File: src/rtl/dac_update_scheduler.sv
`default_nettype none
// ============================================================================
//  Module   : dac_update_scheduler
//  Purpose  : Shares one I2C DAC write controller between NUM_CH voice
//             channels with request coalescing, round-robin arbitration,
//             GO/END handshake, retry and error reporting.
//  Revision : 1.0  initial release
// ============================================================================
module dac_update_scheduler #(
    parameter int          NUM_CH         = 4,
    parameter logic [6:0]  SLAVE_ADDR     = 7'h0C,
    parameter logic [3:0]  CMD_NIB        = 4'h3,
    parameter int          MAX_RETRY      = 2,
    parameter int          GAP_CYCLES     = 4,
    parameter int          TIMEOUT_CYCLES = 63
) (
    input  logic                   CLOCK,
    input  logic                   RESET,
    input  logic [NUM_CH-1:0]      REQ,
    input  logic [12*NUM_CH-1:0]   REQ_DATA,
    input  logic                   ERR_CLR,
    output logic [31:0]            I2C_DATA,
    output logic                   GO,
    input  logic                   END,
    input  logic                   ACK,
    output logic [NUM_CH-1:0]      PENDING,
    output logic                   BUSY,
    output logic                   DONE,
    output logic [1:0]             DONE_CH,
    output logic                   ERR_STICKY,
    output logic [1:0]             ERR_CH
);

    localparam int c_tmo_w = $clog2(TIMEOUT_CYCLES + 1);
    localparam int c_gap_w = $clog2(GAP_CYCLES + 1);
    localparam int c_rty_w = $clog2(MAX_RETRY + 2);

    localparam logic [c_tmo_w-1:0] c_tmo_last = c_tmo_w'(TIMEOUT_CYCLES - 1);
    localparam logic [c_gap_w-1:0] c_gap_last = c_gap_w'(GAP_CYCLES - 1);
    localparam logic [c_rty_w-1:0] c_rty_max  = c_rty_w'(MAX_RETRY);
    localparam logic [1:0]         c_last_ch  = 2'(NUM_CH - 1);

    typedef enum logic [2:0] {
        S_IDLE  = 3'd0,
        S_ARM   = 3'd1,
        S_XFER  = 3'd2,
        S_CHECK = 3'd3,
        S_GAP   = 3'd4
    } state_t;

    state_t               r_state;
    logic [11:0]          r_shadow [NUM_CH];
    logic [NUM_CH-1:0]    r_pending;
    logic [1:0]           r_ptr;
    logic [1:0]           r_ch;
    logic [31:0]          r_frame;
    logic                 r_go;
    logic [c_rty_w-1:0]   r_retry;
    logic                 r_retry_pend;
    logic [c_tmo_w-1:0]   r_tmo;
    logic                 r_tmo_flag;
    logic [c_gap_w-1:0]   r_gap;
    logic                 r_fresh;
    logic                 r_done;
    logic [1:0]           r_done_ch;
    logic                 r_err;
    logic [1:0]           r_err_ch;

    logic                 w_found;
    logic [1:0]           w_sel;
    logic [1:0]           w_idx;
    logic [3:0]           w_onehot;
    logic                 w_fail;
    logic                 w_exhausted;
    logic                 w_release;
    logic                 w_keep;
    logic [1:0]           w_next_ptr;
    logic [NUM_CH-1:0]    w_clr;

    // Round-robin: first pending channel at or after the pointer.
    always_comb begin
        w_found = 1'b0;
        w_sel   = r_ptr;
        w_idx   = 2'd0;
        for (int i = 0; i < NUM_CH; i++) begin
            w_idx = 2'((int'(r_ptr) + i) % NUM_CH);
            if (!w_found && r_pending[w_idx]) begin
                w_found = 1'b1;
                w_sel   = w_idx;
            end
        end
    end

    assign w_onehot    = 4'b0001 << w_sel;
    assign w_fail      = ACK || r_tmo_flag;
    assign w_exhausted = w_fail && (r_retry == c_rty_max);
    assign w_release   = (r_state == S_CHECK) && (!w_fail || w_exhausted);
    // A request that arrived after the frame was latched keeps the channel pending.
    assign w_keep      = REQ[r_ch] || r_fresh;
    assign w_next_ptr  = (r_ch == c_last_ch) ? 2'd0 : r_ch + 2'd1;

    always_comb begin
        w_clr = '0;
        for (int i = 0; i < NUM_CH; i++) begin
            w_clr[i] = w_release && !w_keep && (2'(i) == r_ch);
        end
    end

    always_ff @(posedge CLOCK) begin
        if (RESET) begin
            r_state      <= S_IDLE;
            for (int i = 0; i < NUM_CH; i++) begin
                r_shadow[i] <= 12'h000;
            end
            r_pending    <= '0;
            r_ptr        <= 2'd0;
            r_ch         <= 2'd0;
            r_frame      <= 32'h0;
            r_go         <= 1'b0;
            r_retry      <= '0;
            r_retry_pend <= 1'b0;
            r_tmo        <= '0;
            r_tmo_flag   <= 1'b0;
            r_gap        <= '0;
            r_fresh      <= 1'b0;
            r_done       <= 1'b0;
            r_done_ch    <= 2'd0;
            r_err        <= 1'b0;
            r_err_ch     <= 2'd0;
        end else begin
            for (int i = 0; i < NUM_CH; i++) begin
                if (REQ[i]) begin
                    r_shadow[i] <= REQ_DATA[12*i +: 12];
                end
            end
            r_pending <= (r_pending & ~w_clr) | REQ;
            r_done    <= 1'b0;
            if (ERR_CLR) begin
                r_err <= 1'b0;
            end
            if (r_state != S_IDLE && REQ[r_ch]) begin
                r_fresh <= 1'b1;
            end

            case (r_state)
                S_IDLE: begin
                    if (w_found) begin
                        r_ch    <= w_sel;
                        r_frame <= {SLAVE_ADDR, 1'b0, CMD_NIB, w_onehot,
                                    r_shadow[w_sel], 4'h0};
                        r_retry <= '0;
                        r_fresh <= REQ[w_sel];
                        r_state <= S_ARM;
                    end
                end
                S_ARM: begin
                    if (!END) begin
                        r_go       <= 1'b1;
                        r_tmo      <= '0;
                        r_tmo_flag <= 1'b0;
                        r_state    <= S_XFER;
                    end
                end
                S_XFER: begin
                    if (END) begin
                        r_go    <= 1'b0;
                        r_state <= S_CHECK;
                    end else if (r_tmo == c_tmo_last) begin
                        r_go       <= 1'b0;
                        r_tmo_flag <= 1'b1;
                        r_state    <= S_CHECK;
                    end else begin
                        r_tmo <= r_tmo + 1'b1;
                    end
                end
                S_CHECK: begin
                    r_gap   <= '0;
                    r_state <= S_GAP;
                    if (!w_fail) begin
                        r_done       <= 1'b1;
                        r_done_ch    <= r_ch;
                        r_retry_pend <= 1'b0;
                        r_ptr        <= w_next_ptr;
                    end else if (!w_exhausted) begin
                        r_retry      <= r_retry + 1'b1;
                        r_retry_pend <= 1'b1;
                    end else begin
                        r_err        <= 1'b1;
                        r_err_ch     <= r_ch;
                        r_retry_pend <= 1'b0;
                        r_ptr        <= w_next_ptr;
                    end
                end
                S_GAP: begin
                    if (r_gap == c_gap_last) begin
                        r_state <= r_retry_pend ? S_ARM : S_IDLE;
                    end else begin
                        r_gap <= r_gap + 1'b1;
                    end
                end
                default: r_state <= S_IDLE;
            endcase
        end
    end

    assign I2C_DATA   = r_frame;
    assign GO         = r_go;
    assign PENDING    = r_pending;
    assign BUSY       = (r_state != S_IDLE);
    assign DONE       = r_done;
    assign DONE_CH    = r_done_ch;
    assign ERR_STICKY = r_err;
    assign ERR_CH     = r_err_ch;

endmodule
`default_nettype wire

File: config.mk
export PLATFORM = sky130hd
export DESIGN_NAME = dac_update_scheduler
export DESIGN_NICKNAME = d
export VERILOG_FILES = /design/src/rtl/dac_update_scheduler.sv
export SDC_FILE = /design/constraint.sdc
export NUM_CORES = 1
export LEC_CHECK = 0
export CAP_MARGIN = 20
export CORE_ASPECT_RATIO = 1.5
export CORE_MARGIN = 5
export CORE_UTILIZATION = 43
export DETAILED_ROUTE_END_ITERATION = 6
export GPL_TIMING_DRIVEN = 0
export PLACE_DENSITY = 0.7
export SLEW_MARGIN = 20
export SYNTH_ARGS = -nofsm -noshare
export SYNTH_HDL_FRONTEND = slang
export SYNTH_SLANG_ARGS = --single-unit
export TNS_END_PERCENT = 20
File: constraint.sdc
create_clock -name CLOCK -period 2.2 [get_ports CLOCK]
set_clock_uncertainty 0.1 [all_clocks]
set_input_delay 0.44 -clock CLOCK [delete_from_list [all_inputs] [get_ports CLOCK]]
set_output_delay 0.44 -clock CLOCK [all_outputs]
set_load 0.01 [all_outputs]
==> metrics.txt <==
CP required=1.66 ns; fmax=473 MHz; GRT Resource Usage Total=17.6%; Final GP Congestion=0.863; Sequential Power Share=47.8%; count leader, synth=dfxtp_1; vias per cell=4.94; Skew-Pair Late Insertion Delay=0.34 ns; max-cap viol count=0; CP Class=register to output port; Syn. warnings=0; initial antenna violation count=0; Reg clk slew, reported paths=0.07 ns; Inserted Clock Buffers=9; combinational fraction of design power=17.1%; Final Cell Area=0.00594 mm^2; final period utilization=96.0%; Sw Ratio=25.1%; M1 wire length=3830 um; Mapped Cells=410; io pins=101; Leak=2.26 nW; share of layout cells above drive strength 1=12.8%; Main synth FF type=dfxtp_1; worst setup margin=0.0877 ns; CTS tree=built; Crit Path Max Fanout=10; post-synthesis register bit count=97; fin. max-slew vios=0; # nets final=585; Post-DRT Antenna Nets=0; Synth top cells by count=49 x dfxtp_1, 48 x and2_1, 48 x edfxtp_1; placed cell areas=0.00562 mm^2; DRT iter0 DRCs=118; Starting Density=43.2%; Clock Sinks=97; Die Y=136 um; post-route minimum period=2.11 ns; Startpoint Class=register; largest net degree at the start of global routing=17; n_diodes=0; Max H-tree Level=3; sw power=1.11 mW; worst slew pin tran=0.523 ns; Max Root-Sink Buffers=2; power density over cell area=744 mW/mm^2; Die Area=0.0127 mm^2; met2 WL=5760 um; Top Layer Used=met4; post-DP HPWL=8150 um; DR vias=3297; crit path DAT=1.57 ns; WHS=0.355 ns; number of global-route vias before repair=3515; core area=0.0105 mm^2; first-pass iteration count of the detailed router=4; Internal=3.30 mW; Sequential Area=0.00242 mm^2; DR WL met3=570 um; Rel. slew slack=65.0%; final setup violation count=0; dpl ws=-0.431 ns; clk root buf=clkbuf_16; Row Count=46; Final Core Density=56.7%; Total Wirelength=10600 um; Overall Power=4.41 mW; port bufs=87; area of the multi-input gates=0.00189 mm^2; GR Overflow Total=0; number of flops mapped to enable cells by yosys=48; Area Overhead vs Synth=31.1%; Max IR drop VDD=0.406 mV; HP Class=register to register; Filler cells=946; status=finished clean; number of distinct library cells after synthesis=47; RSZ-0062 raised after global routing=no; first-pass GRT wire length=17100 um; Synth top area share=31.8%; Netlist Area Pre-Place=0.00453 mm^2; WL/cell=15.9 um; Die W=93.8 um; clock power share=35.1%; cell taking the most area after synthesis=edfxtp_1; Setup crit end kind=output port; largest cells by area after synthesis=edfxtp_1 32%, dfxtp_1 22%, and2_1 6.6%, mux2i_1 6.4%, o221ai_2 3.6%; DRC=0; post-synthesis async set-or-reset flop share=0%; syn_area_per_cell=11.0 um^2; final hold vios=0; sequential share of the synthesized area=53.5%
## per-stage QoR
step	instances	setup TNS, ns
finish	668	0
global placement	652	-2.55
floorplan	421	0
detailed placement	652	-2.92
CTS	668	0
global route	668	0
## per-layer routing
| layer | track usage (%) | vias up |
|---|---|---|
| met5 | 0 | - |
| met4 | 9.96 | 0 |
| met3 | 3.39 | 26 |
| met2 | 32.6 | 100 |
| met1 | 18.0 | 1538 |
| li1 | - | 1633 |
## logic make-up (layout without fill, tap and decap cells)
group	count (synthesis)	after routing	synth area share (%)
AND/OR/NAND/NOR	166	166	20.1
flip-flops	97	97	53.5
AO/OA/AOI/OAI	54	54	9.45
buffers and inverters	47	150	6.24
multiplexers	32	32	7.40
adder cells (fa/ha/maj)	9	9	2.49
XOR/XNOR	4	4	0.773
other	1	12	0.0828
## flip-flops by register name (all words and copies together), names as in the netlist
| signal | count |
|---|---|
| ERR_STICKY | 1 |
| ERR_CH | 2 |
| GO | 1 |
| r_tmo_flag | 1 |
| r_tmo | 6 |
| DONE_CH | 2 |
| r_retry | 2 |
| PENDING | 4 |
| r_ptr | 2 |
| I2C_DATA | 17 |
| r_shadow | 48 |
| r_ch | 2 |
| r_state | 3 |
| r_gap | 3 |
| r_fresh | 1 |
| DONE | 1 |
| r_retry_pend | 1 |
## path summary, 6_finish.rpt
kind	from	end	slack [ns]	cells past startpoint
worst min-delay path	DONE_CH[0]	DONE_CH[0]	0.36	2
worst max register to register	r_state[0]	r_tmo[5]	0.20	6
worst min register to register	DONE_CH[0]	DONE_CH[0]	0.36	2
worst max-delay path	r_state[2]	BUSY	0.09	4
## final cells by class
type | instances | share of cell area (%)
clock buffers | 10 | 3.86
flip-flops and latches | 97 | 40.8
well taps | 144 | 3.03
plain buffers | 38 | 4.21
multi-input cells | 277 | 31.8
clock inverters | 6 | 1.10
repair buffers | 87 | 14.6
inverters | 9 | 0.569
## cell usage in the layout, fill, tap and decap left out, drive strengths merged, types with 7 or more instances in the layout
master and instances:
clkdlybuf4s50 86, nand2 23, buf 26, dfxtp 49
clkbuf 22, nor3 7, inv 11, conb 12
o221ai 12, edfxtp 48, nor2 40, mux2i 29
nand3b 13, and2 48, o21ai 8, ha 9
a21oi 20
## timing repair
item	4_1_cts	5_1_grt
gates resized for setup	2	4
setup endpoints to repair	5	10
hold buffers	0	0
setup buffers	0	0
## power groups by stage
stage / logic, mW / clock network, mW / registers, mW
after global routing: 0.816 / 1.65 / 2.13
after global placement: 0.743 / 0 / 2.14
final: 0.753 / 1.55 / 2.11
after CTS: 0.759 / 1.58 / 2.11
after floorplan: 0.415 / 0 / 2.14
after detailed placement: 0.756 / 0 / 2.15
## worst max-delay path, stage by stage (launching register included)
cell and delay, ns:
dfxtp_1 0.31, buf_6 0.13, or3_1 0.35, buf_2 0.15, dlygate4sd2_1 0.28
Power figures use the tool's default switching activity.
